<file path="config.mk">
export PLATFORM = sky130hd
export DESIGN_NAME = master_1
export DESIGN_NICKNAME = d
export VERILOG_FILES = /design/src/rtl/master_1.sv
export SDC_FILE = /design/constraint.sdc
export NUM_CORES = 1
export LEC_CHECK = 0
export ABC_AREA = 1
export CORE_AREA = 4 4 57 80
export CTS_BUF_LIST = sky130_fd_sc_hd__clkbuf_8
export CTS_CLUSTER_DIAMETER = 120
export DETAILED_ROUTE_END_ITERATION = 16
export DIE_AREA = 0 0 61 84
export PLACE_DENSITY = 0.63
export SYNTH_ARGS = -nofsm -noshare
export SYNTH_HDL_FRONTEND = slang
export SYNTH_SLANG_ARGS = --single-unit
</file>
<file path="constraint.sdc">
create_clock -name clk -period 1.85 [get_ports clk]
set_input_delay 0.37 -clock clk [delete_from_list [all_inputs] [get_ports clk]]
set_output_delay 0.37 -clock clk [all_outputs]
set_load 0.005 [all_outputs]
</file>
<file path="src/rtl/master_1.sv">
// Single-shot bit-per-clock I2C-style write master: START, address, R/W, ACK slot,
// data byte, ACK slot, STOP, then parked until the next reset.
module master_1 #(
  parameter int IDLE_CYCLES = 2
) (
  input  logic       clk,
  input  logic       reset,
  input  logic       RW,
  input  logic [6:0] addr_in,
  input  logic [7:0] data_in,
  output logic       i2c_sda,
  output logic       i2c_scl,
  output logic [3:0] dbg_state
);

  localparam int CW = (IDLE_CYCLES < 1) ? 1 : $clog2(IDLE_CYCLES + 1);
  localparam logic [CW-1:0] IDLE_LAST = CW'(IDLE_CYCLES);

  // Each state names what the registered outputs are driving during that cycle.
  typedef enum logic [3:0] {
    IDLE, START, ADDR, RWBIT, ACK1, DATA, ACK2, STOP0, STOP1, DONE
  } state_t;

  state_t        state, state_d;
  logic [CW-1:0] idle_cnt, idle_d;
  logic [2:0]    addr_cnt, addr_cnt_d;
  logic [2:0]    data_cnt, data_cnt_d;
  logic [6:0]    addr_q, addr_d;
  logic [7:0]    data_q, data_d;
  logic          rw_q, rw_d;
  logic          sda_q, sda_d;
  logic          scl_en, scl_en_d;

  always_ff @(posedge clk or posedge reset) begin
    if (reset) begin
      state    <= IDLE;
      idle_cnt <= '0;
      addr_cnt <= '0;
      data_cnt <= '0;
      addr_q   <= '0;
      data_q   <= '0;
      rw_q     <= 1'b0;
      sda_q    <= 1'b1;
      scl_en   <= 1'b0;
    end else begin
      state    <= state_d;
      idle_cnt <= idle_d;
      addr_cnt <= addr_cnt_d;
      data_cnt <= data_cnt_d;
      addr_q   <= addr_d;
      data_q   <= data_d;
      rw_q     <= rw_d;
      sda_q    <= sda_d;
      scl_en   <= scl_en_d;
    end
  end

  always_comb begin
    state_d    = state;
    idle_d     = idle_cnt;
    addr_cnt_d = addr_cnt;
    data_cnt_d = data_cnt;
    addr_d     = addr_q;
    data_d     = data_q;
    rw_d       = rw_q;
    sda_d      = 1'b1;
    scl_en_d   = 1'b0;
    case (state)
      IDLE: begin
        if (idle_cnt == IDLE_LAST) begin
          state_d = START;
          sda_d   = 1'b0;
          addr_d  = addr_in;
          data_d  = data_in;
          rw_d    = RW;
        end else begin
          idle_d = idle_cnt + 1'b1;
        end
      end
      START: begin
        state_d    = ADDR;
        addr_cnt_d = 3'd6;
        sda_d      = addr_q[6];
        scl_en_d   = 1'b1;
      end
      ADDR: begin
        scl_en_d = 1'b1;
        if (addr_cnt == 3'd0) begin
          state_d = RWBIT;
          sda_d   = rw_q;
        end else begin
          addr_cnt_d = addr_cnt - 3'd1;
          sda_d      = addr_q[addr_cnt_d];
        end
      end
      RWBIT: begin
        state_d  = ACK1;
        scl_en_d = 1'b1;
      end
      ACK1: begin
        state_d    = DATA;
        data_cnt_d = 3'd7;
        sda_d      = rw_q | data_q[7];
        scl_en_d   = 1'b1;
      end
      DATA: begin
        scl_en_d = 1'b1;
        if (data_cnt == 3'd0) begin
          state_d = ACK2;
        end else begin
          data_cnt_d = data_cnt - 3'd1;
          // A read leaves the line released for the whole byte.
          sda_d      = rw_q | data_q[data_cnt_d];
        end
      end
      ACK2: begin
        state_d = STOP0;
        sda_d   = 1'b0;
      end
      STOP0:   state_d = STOP1;
      STOP1:   state_d = DONE;
      DONE:    state_d = DONE;
      default: begin
        state_d = IDLE;
        idle_d  = '0;
      end
    endcase
  end

  assign i2c_sda   = sda_q;
  assign i2c_scl   = scl_en ? ~clk : 1'b1;
  assign dbg_state = state;

endmodule

</file>
==> Word-level counts from Yosys, hierarchy flattened <==
Cells that the tools add are included.
{ "word_totals": {"register_bits": 30, "input_bits": 18, "out_inout_bits": 6, "elab_cells": 67} }
{ "op_classes": {"addsub": 3, "order_cmp": 2, "eq_ne": 16, "mux": 20, "bitwise": 4, "n_reduce_logical": 13} }
{ "op_table": {"columns": ["op", "count"], "rows": [
  ["one-hot mux 4 bit (9 select lines)", 1],
  ["== test 4 x 3 -> 1 bit (second input constant)", 4],
  ["two-way mux 4 bit", 3],
  ["inequality test 2 bit (second input constant)", 6],
  ["one-hot mux 3 bit (2 select lines)", 2],
  ["OR reduction 9 bit", 1],
  ["== test 4 x 2 -> 1 bit (second input constant)", 2],
  ["== test 4 bit (second input constant)", 2],
  ["< comparator 3 x 4 -> 1 bit (second input constant)", 2],
  ["AND reduction 2 bit", 4],
  ["two-way mux 1 bit", 7],
  ["binary-select mux 1 bit (select 3 bit)", 2],
  ["logical NOT 3 bit", 2],
  ["two-way mux 3 bit", 2],
  ["one-hot mux 1 bit (6 select lines)", 1],
  ["subtractor 3 x 1 -> 3 bit (second input constant)", 2],
  ["OR reduction 5 bit", 1],
  ["== test 4 x 1 -> 1 bit (second input constant)", 1],
  ["logical NOT 4 bit", 1],
  ["one-hot mux 2 bit (2 select lines)", 1],
  ["nonzero test 2 bit", 2],
  ["AND reduction 3 bit", 1],
  ["adder 2 x 1 -> 2 bit (second input constant)", 1],
  ["== test 2 bit (second input constant)", 1],
  ["4 further kinds", 6]
]} }

==> Depth between registers and ports, before layout <==
{ "depth": {"ltp_word": 6, "ltp_mapped": 11, "ltp_nobuf": 11} }

==> summary.md <==
| Metric | Value |
|---|---|
| Period utilisation layout | `96.5%` |
| Layout area overhead | `26.2%` |
| Hold buffers post-CTS | `0` |
| Busiest grt layer | `met2` |
| # fillers | `379` |
| Mapped Area | `1600 um2` |
| Antenna viol nets, final | `0` |
| Worst rel slew slack | `74.0%` |
| Net Count, Synth | `231` |
| Die span in x | `61 um` |
| Crit path launch type | `clock port` |
| Area contributors post-synth | `dfrtp_1 45%, nand2_1 19%, inv_1 5.2%` |
| Input/output buffers | `23` |
| Fraction of layout instances using a drive strength above 1 | `13.7%` |
| Status | `finished, final reports clean` |
| Grt met3 use | `4.80%` |
| Core area | `3850 um2` |
| CP Capture Type | `primary output` |
| Initial antenna violation count | `0` |
| Yosys cell types | `21` |
| Post-synth top area cell | `dfrtp_1` |
| Leak | `0.00102 uW` |
| Via count of the first global-routing pass | `1,305` |
| Max frequency | `0.564 GHz` |
| Antenna Cells | `0` |
| Clk slew on worst S/H paths | `60 ps` |
| Post-route DRC | `0` |
| Wire length per cell | `10.9 um` |
| First-pass GRT wire length | `5.38 mm` |
| CP Data Required Time | `1480 ps` |
| Worst path most repeated cell | `clkbuf_8` |
| Tot GR Track Use | `14.4%` |
| CTS tree | `yes` |
| Final Critical Period | `1780 ps` |
| Hold Path Class | `input port to asynchronous set/reset pin` |
| CP peak stage delay | `220 ps` |
| Via count | `1,359` |
| Synth Register Bits | `30` |
| Post-Place Cell Area | `1870 um2` |
| Nets | `263` |
| Largest net degree at the start of global routing | `31` |
| Clock skew | `3.92 ps` |
| CP Class | `clock port to primary output` |
| Synth top cells by count | `80 x nand2_1, 29 x dfrtp_1, 22 x inv_1, 14 x nand3_1, 13 x o21ai_0` |
| PD cells | `778 nW/um2` |
| Sequential share of the synthesized area | `46.9%` |
| Routability Congestion | `0.820` |
| Mapped Cells | `208` |
| Most frequent cell after synthesis | `nand2_1` |
| Worst Tran Pin Value | `390 ps` |
| Via-to-Cell Ratio | `4.79` |
| Syn_area_per_cell | `7.71 um2` |
| Final setup fails | `0` |
| Post-synth EDFFs | `0` |
| GRT met2 Usage | `22.8%` |
| Worst-Skew Late Latency | `390 ps` |
| Largest fanout on the critical path | `2` |
| Final Slew Violations | `0` |
| Site row count | `27` |
| FFs w/ async S/R, synth | `100%` |
| Max-Cap Viols | `0` |
| Fin area | `2020 um2` |
| Synthesis Warnings | `0` |
| Setup_tns | `0 ps` |
| Die area | `5120 um2` |
| DRT Wirelength | `3.09 mm` |
| Starting density of the core | `41.6%` |
| Most used DFF post-synth | `dfrtp_1` |
| Worst EP arrival | `1410 ps` |
| Hpwl dp | `2.28 mm` |
| Met1 Resource Use GR | `15.3%` |
| Final hold violations | `0` |
| Worst IR Drop VDD | `0.629 mV` |
| Crit path cell chain | `clkbuf_8, clkbuf_8, nand2_1, dlygate4sd2_1` |
| Top cell type's share of synthesized area | `45.3%` |
| IO Count | `24` |
| Grt total ovfl | `0` |
| Die Y | `84 um` |
| Initial drt markers | `45` |
| Drt first pass iters | `4` |
| RSZ-0062 raised after global routing | `no` |
| Critical-path top delay cell | `dlygate4sd2_1` |
worst paths after layout:
path	cells after the start	slack (ps)	startpoint	endpoint
hold reg to reg	2	470	data_q[3]	data_q[3]
max in group asynchronous	3	1170	reset	i2c_sda
setup / recovery	4	70	clk	i2c_scl
hold / removal	3	350	reset	dbg_state[3]
min in group clk	2	470	data_q[3]	data_q[3]
setup reg to reg	7	320	data_cnt[0]	i2c_sda
routing by layer:
| metal | part of all wire (%) | wire (um) |
|---|---|---|
| met5 | 0 | 0 |
| met4 | 3.0 | 94 |
| met3 | 4.4 | 137 |
| met2 | 49 | 1520 |
| met1 | 43 | 1340 |
placed cells by master (no fill, tap or decap):
| master | synthesis | routed |
|---|---|---|
| a21oi_1 | 4 | 4 |
| a22oi_1 | 4 | 4 |
| buf_4 | 1 | 2 |
| bufinv_16 | 0 | 1 |
| clkbuf_8 | 0 | 8 |
| clkdlybuf4s50_1 | 0 | 22 |
| clkinv_2 | 0 | 2 |
| dfrtp_1 | 29 | 28 |
| dfrtp_2 | 0 | 1 |
| dfstp_2 | 1 | 1 |
| dlygate4sd2_1 | 0 | 1 |
| ha_1 | 5 | 5 |
| inv_1 | 22 | 22 |
| inv_2 | 7 | 7 |
| nand2_1 | 80 | 80 |
| nand2_2 | 2 | 2 |
| nand2_4 | 1 | 1 |
| nand3_1 | 14 | 14 |
| nand4_1 | 1 | 1 |
| nor2_1 | 12 | 12 |
| nor2_2 | 2 | 2 |
| nor2_4 | 4 | 4 |
| o21ai_0 | 13 | 13 |
| o21ai_1 | 1 | 1 |
| o21ai_2 | 2 | 2 |
| xnor2_1 | 1 | 1 |
final cells by class:
cell class	instances	area, um2	share of cell area [%]
timing repair buffer	24	235	11.6
clock inverter	3	40.0	1.98
tap	43	53.8	2.66
multi-input combinational	146	712	35.2
clock buffer	9	119	5.88
sequential	30	753	37.3
inverter	29	109	5.38
power breakdown:
part	total, uW	switching [uW]	internal [uW]
combinational	73.1	30.3	42.8
clock	817	283	533
sequential	683	9.50	674
per-stage QoR:
stage | hold WS [ps] | std cells | setup slack [ps] | total power [uW] | utilization (%)
floorplan | 411 | 208 | 505 | 723 | -
detailed placement | 461 | 273 | 41.0 | 771 | 48.6
global route | 413 | 284 | 18.7 | 1640 | 52.5
global placement | 456 | 273 | 41.1 | 770 | 48.6
finish | 354 | 284 | 65.4 | 1570 | 52.5
CTS | 367 | 284 | 23.3 | 1600 | 52.5
registers in the layout (all words and copies together), names as in the netlist:
name and cells:
idle_cnt 2, rw_q 1, addr_q 7, dbg_state 4
data_cnt 3, data_q 8, i2c_sda 1, addr_cnt 3
scl_en 1
kinds of logic after synthesis:
group	after synthesis	synth area share, %
compound gates	24	8.59
xor+xnor	1	0.547
fa+ha+maj	5	3.90
buf+inv	32	8.67
flops	30	46.9
simple gates	116	31.4
worst max-delay path, delay by kind of cell:
kind | cells | cell delay [ps]
buf+inv | 3 | 450
simple gates | 1 | 40
what timing repair did:
item,in CTS,in global routing
setup buffers,0,0
cloned,0,0
resized for setup,1,1
endpoints found under the setup margin,1,1
endpoints found under the hold margin,0,0
(Power assumes the default switching activity.)
